[src/rtl/mbinit_sb_tx_arbiter.sv]
// Sideband TX arbiter for MBINIT: one message slot per requester (module/partner),
// round-robin issue to the shared serializer, per-requester busy/done back to the requesters.
module mbinit_sb_tx_arbiter #(
   parameter int MSG_W   = 4,
   parameter int DATA_W  = 1,
   parameter int RISE_TO = 8
) (
   input  logic              CLK,
   input  logic              rst,
   input  logic              i_enable,
   input  logic              i_mod_valid,
   input  logic [MSG_W-1:0]  i_mod_msg,
   input  logic [DATA_W-1:0] i_mod_data,
   input  logic              i_ptr_valid,
   input  logic [MSG_W-1:0]  i_ptr_msg,
   input  logic [DATA_W-1:0] i_ptr_data,
   input  logic              i_sb_busy,
   output logic              o_sb_valid,
   output logic [MSG_W-1:0]  o_sb_msg,
   output logic [DATA_W-1:0] o_sb_data,
   output logic              o_mod_busy,
   output logic              o_mod_done,
   output logic              o_ptr_busy,
   output logic              o_ptr_done,
   output logic              o_overflow
);

   // state     | meaning
   // IDLE      | waiting for a full slot and an idle serializer
   // ISSUE     | one-cycle issue strobe of the owner slot
   // WAIT_RISE | waiting for serializer busy to rise (bounded by RISE_TO)
   // WAIT_FALL | serializer busy, waiting for it to drop
   // DONE      | one-cycle done pulse to owner, owner slot freed
   typedef enum logic [2:0] {
      S_IDLE, S_ISSUE, S_WAIT_RISE, S_WAIT_FALL, S_DONE
   } state_t;

   localparam int CNT_W = (RISE_TO > 1) ? $clog2(RISE_TO) : 1;
   localparam logic OWN_MOD = 1'b0;
   localparam logic OWN_PTR = 1'b1;

   state_t             state, state_nxt;
   logic               owner, owner_nxt;
   logic               last_grant, last_grant_nxt;
   logic [CNT_W-1:0]   cnt, cnt_nxt;
   logic               mod_full, ptr_full;
   logic [MSG_W-1:0]   mod_msg, ptr_msg;
   logic [DATA_W-1:0]  mod_data, ptr_data;
   logic               overflow;
   logic               mod_done_now, ptr_done_now;

   assign mod_done_now = (state == S_DONE) && (owner == OWN_MOD);
   assign ptr_done_now = (state == S_DONE) && (owner == OWN_PTR);

   always_comb begin
      state_nxt      = state;
      owner_nxt      = owner;
      last_grant_nxt = last_grant;
      cnt_nxt        = cnt;
      case (state)
         S_IDLE: begin
            if (!i_sb_busy && (mod_full || ptr_full)) begin
               // On a tie the requester that did not win last time gets the serializer
               owner_nxt      = (mod_full && ptr_full) ? ~last_grant : ptr_full;
               last_grant_nxt = owner_nxt;
               state_nxt      = S_ISSUE;
            end
         end
         S_ISSUE: begin
            cnt_nxt   = '0;
            state_nxt = S_WAIT_RISE;
         end
         S_WAIT_RISE: begin
            if (i_sb_busy)
               state_nxt = S_WAIT_FALL;
            else if (cnt == CNT_W'(RISE_TO - 1))
               state_nxt = S_DONE;
            else
               cnt_nxt = cnt + CNT_W'(1);
         end
         S_WAIT_FALL: begin
            if (!i_sb_busy)
               state_nxt = S_DONE;
         end
         S_DONE:  state_nxt = S_IDLE;
         default: state_nxt = S_IDLE;
      endcase
   end

   always_ff @(posedge CLK) begin
      if (rst) begin
         state      <= S_IDLE;
         owner      <= OWN_MOD;
         last_grant <= OWN_PTR;
         cnt        <= '0;
         mod_full   <= 1'b0;
         ptr_full   <= 1'b0;
         mod_msg    <= '0;
         ptr_msg    <= '0;
         mod_data   <= '0;
         ptr_data   <= '0;
         overflow   <= 1'b0;
      end else if (!i_enable) begin
         // Flush keeps last_grant so fairness survives an MBINIT restart
         state    <= S_IDLE;
         owner    <= OWN_MOD;
         cnt      <= '0;
         mod_full <= 1'b0;
         ptr_full <= 1'b0;
         overflow <= 1'b0;
      end else begin
         state      <= state_nxt;
         owner      <= owner_nxt;
         last_grant <= last_grant_nxt;
         cnt        <= cnt_nxt;

         if (i_mod_valid && (!mod_full || mod_done_now)) begin
            mod_full <= 1'b1;
            mod_msg  <= i_mod_msg;
            mod_data <= i_mod_data;
         end else begin
            if (mod_done_now) mod_full <= 1'b0;
            if (i_mod_valid)  overflow <= 1'b1;
         end

         if (i_ptr_valid && (!ptr_full || ptr_done_now)) begin
            ptr_full <= 1'b1;
            ptr_msg  <= i_ptr_msg;
            ptr_data <= i_ptr_data;
         end else begin
            if (ptr_done_now) ptr_full <= 1'b0;
            if (i_ptr_valid)  overflow <= 1'b1;
         end
      end
   end

   assign o_sb_valid = (state == S_ISSUE);
   assign o_sb_msg   = o_sb_valid ? ((owner == OWN_PTR) ? ptr_msg : mod_msg) : '0;
   assign o_sb_data  = o_sb_valid ? ((owner == OWN_PTR) ? ptr_data : mod_data) : '0;
   assign o_mod_busy = mod_full && !mod_done_now;
   assign o_mod_done = mod_done_now;
   assign o_ptr_busy = ptr_full && !ptr_done_now;
   assign o_ptr_done = ptr_done_now;
   assign o_overflow = overflow;

endmodule

[config.mk]
export PLATFORM = sky130hd
export DESIGN_NAME = mbinit_sb_tx_arbiter
export DESIGN_NICKNAME = d
export VERILOG_FILES = /design/src/rtl/mbinit_sb_tx_arbiter.sv
export SDC_FILE = /design/constraint.sdc
export NUM_CORES = 1
export LEC_CHECK = 0
export ABC_CLOCK_PERIOD_IN_PS = 2700
export CAP_MARGIN = 20
export CORE_UTILIZATION = 53
export CTS_CLUSTER_SIZE = 8
export DETAILED_ROUTE_END_ITERATION = 10
export PLACE_DENSITY = 0.81
export SYNTH_ARGS = -nofsm -noshare
export SYNTH_HDL_FRONTEND = slang
export SYNTH_SLANG_ARGS = --single-unit
[constraint.sdc]
create_clock -name CLK -period 2.7 [get_ports CLK]
set_input_delay 0.27 -clock CLK [delete_from_list [all_inputs] [get_ports CLK]]
set_output_delay 0.27 -clock CLK [all_outputs]
set_load 0.02 [all_outputs]
==> impl_metrics.json <==
{
  "p_sw_share_pct": 27.64,
  "period_share_pct": 91.93,
  "hold_violations": 0,
  "postRouteAntennaNets": 0,
  "worstMarginPinSlew_ns": 0.5933,
  "ys.flop_type": "dfxtp_1",
  "synth_cell_types": 38,
  "place_worst_setup_slack_ns": 0.6061,
  "clk-insertion-delay-late_ns": 0.31,
  "cts_inserted_buffers": 3,
  "track_usage_pct": 22.83,
  "synth_cells": 137,
  "crit_family": "simple AND/OR/NAND/NOR gates",
  "clockBufferDepth": 2,
  "gp_congestion": 0.8280,
  "end_kind": "output pin",
  "p_sw_uw": 169.0,
  "fp.dieH_um": 49.66,
  "crit_path_top_delay_cell": "dfxtp_1",
  "drc": 0,
  "drv_cap": 0,
  "fin_ws_ns": 0.2179,
  "core_area_um2": 2042,
  "grt_max_degree": 25,
  "power.density_nw_per_um2": 411.1,
  "ir_worst_vdd_mv": 0.4059,
  "overflow": 0,
  "grt_setup_unrepaired": "no",
  "fin_crit_ns": 2.482,
  "finalInstanceArea_um2": 1488,
  "status": "finished clean",
  "grt_antenna_before_repair": 0,
  "critPathRequiredTime_ns": 2.43,
  "syn_nets": 155,
  "cts_setup_buffers": 0,
  "max_freq_mhz": 402.9,
  "die_area_um2": 2466,
  "path_class": "reg2out",
  "critPathLaunchType": "flip-flop",
  "wl_per_cell_um": 13.84,
  "antenna_cells": 0,
  "crit_chain": "nor2b_1, nand2b_1, nor2_1, clkdlybuf4s50_1",
  "die_w_um": 49.66,
  "slew_headroom_pct": 60.32,
  "nets": 178,
  "area_growth_pct": 23.60,
  "ys_ff_latch": 21,
  "finalClockSkew_ns": 0.008743,
  "grt_pass1_wl_mm": 4.215,
  "io-pin-count": 27,
  "yosys_warnings": 0,
  "rows": 16,
  "seqPwrFrac_pct": 55.6,
  "vias": 1032,
  "drtIter0Drc": 36,
  "n_fill_cell": 173,
  "initial_core_util_pct": 58.95,
  "arrival_ns": 2.21,
  "routed_via_density": 5.548,
  "cts_root_buffer": "clkbuf_4",
  "synth-edff-count": 0,
  "p_clk_share_pct": 25.8,
  "drv_slew": 0,
  "tns_ns": 0,
  "port-buffer-count": 26,
  "critPathBufInv": 1,
  "clock_sinks": 21,
  "ys_seq_area_share_pct": 34.93,
  "synthesis.area_um2": 1204,
  "comb_power_share_pct": 18.6,
  "place_area_um2": 1458,
  "firstDrtPassIters": 4,
  "grt_pass1_vias": 923,
  "placed_cells_incl_taps": 182,
  "syn_avg_cell_area_um2": 8.786,
  "max_stage_delay_ns": 0.61,
  "p_leak_uw": 0.0005427,
  "path_clk_slew_ns": 0.13,
  "fin_cells": 186,
  "totalWireLength_mm": 2.574,
  "power_uw": 611.5,
  "hold_path_class": "reg2reg",
  "dpl.hpwl_mm": 1.869,
  "critPathMaxFanout": 15,
  "p_int_uw": 442.5,
  "cts_htree_levels": 1,
  "cts_tree": "built",
  "cts_resized": 0,
  "cts_hold_buf": 0,
  "drive_gt1_share_pct": 6.918,
  "async_reset_ff_share_pct": 0,
  "setup_viol": 0
}
[metrics by stage]
stage | hold slack (ns) | util, %
floorplan | 0.3941 | -
global placement | 0.4585 | 71.38
detailed placement | 0.4633 | 71.38
CTS | 0.4877 | 72.86
global route | 0.5127 | 72.86
finish | 0.4870 | 72.86
[worst min-delay path, delay by kind of cell, from the launching register on]
kind / cells / cell delay, ns
flip-flops: 1 / 0.33
multiplexers: 1 / 0.06
AND/OR/NAND/NOR: 1 / 0.07
[worst paths after layout]
| check | to | startpoint | slack, ns | cells past startpoint |
|---|---|---|---|---|
| max | o_sb_msg[3] | state[0] | 0.22 | 4 |
| min | mod_msg[3] | mod_msg[3] | 0.49 | 2 |
| max reg2reg | cnt[0] | cnt[0] | 0.95 | 5 |
| min reg2reg | mod_msg[3] | mod_msg[3] | 0.49 | 2 |
[cells in the mapped netlist, types with 2 or more instances]
master	count	area [µm²]
ha_1	2	25.02
clkbuf_1	5	18.77
a2111oi_0	2	17.52
inv_1	5	18.77
nand2b_1	25	156.4
nand2_1	8	30.03
nand4_1	2	12.51
a21oi_1	4	20.02
and2_1	2	12.51
o22ai_1	2	12.51
nor3_1	2	10.01
dfxtp_1	21	420.4
nor2b_1	3	18.77
o21a_1	2	15.01
nand3_1	4	20.02
nor2_1	9	33.78
mux2i_1	17	170.2
a31oi_1	2	12.51
[state kept, by name (all words and copies together) (netlist names)]
name,cells
cnt,3
last_grant,1
mod_data,1
mod_full,1
mod_msg,4
o_overflow,1
owner,1
ptr_data,1
ptr_full,1
ptr_msg,4
state,3
[kinds of logic (layout without fill, tap and decap cells)]
logic type                 count (synthesis)  in the layout  synth area share, %
AOI/OAI and AO/OA                         22             22                14.03
buffers and inverters                     13             35                4.885
adders and majority gates                  2              2                2.079
and+or+nand+nor                           62             62                29.94
DFF                                       21             21                34.93
muxes                                     17             17                14.14
[power groups by stage]
stage / Sequential [µW] / Combinational (µW) / Clock (µW)
final: 340 / 114 / 158
after global routing: 342 / 126 / 178
after floorplan: 337 / 77.1 / 0
after detailed placement: 346 / 113 / 0
after CTS: 339 / 114 / 164
after global placement: 346 / 111 / 0
[layer usage]
metal / wire, µm / up-vias / track usage (%)
met5: 0 / - / 0
met4: 12 / 0 / 4.286
met3: 151 / 2 / 6.790
met2: 1190 / 32 / 36.04
met1: 1220 / 476 / 30.80
li1: - / 522 / -
[layout by cell type (no fill, tap or decap)]
cell type / instances
a2111oi_0: 2
a211o_1: 1
a21bo_2: 1
a21oi_1: 4
a21oi_2: 1
a21oi_4: 1
a31oi_1: 2
and2_1: 2
clkbuf_4: 3
clkdlybuf4s50_1: 26
clkinvlp_4: 1
dfxtp_1: 21
ha_1: 2
inv_1: 5
mux2i_1: 17
nand2_1: 8
nand2b_1: 25
nand3_1: 4
nand4_1: 2
nand4b_1: 1
nand4bb_1: 1
nor2_1: 9
nor2b_1: 3
nor3_1: 2
nor4b_1: 1
o211ai_1: 1
o21a_1: 2
o21ai_0: 1
o21ba_2: 1
o21bai_1: 1
o22ai_1: 2
o32ai_1: 1
o41ai_1: 1
or2_2: 1
or4_1: 1
or4b_2: 1
or4b_4: 1
[cell type report]
type / instances / area, µm² / area share (%)
repair buffers: 26 / 260.3 / 17.49
well taps: 27 / 33.78 / 2.271
multi-input cells: 103 / 724.4 / 48.70
flip-flops and latches: 21 / 420.4 / 28.26
clock inverters: 1 / 7.507 / 0.5046
clock buffers: 3 / 22.52 / 1.514
inverters: 5 / 18.77 / 1.262
Note: power is estimated with default switching activity, not from simulation.
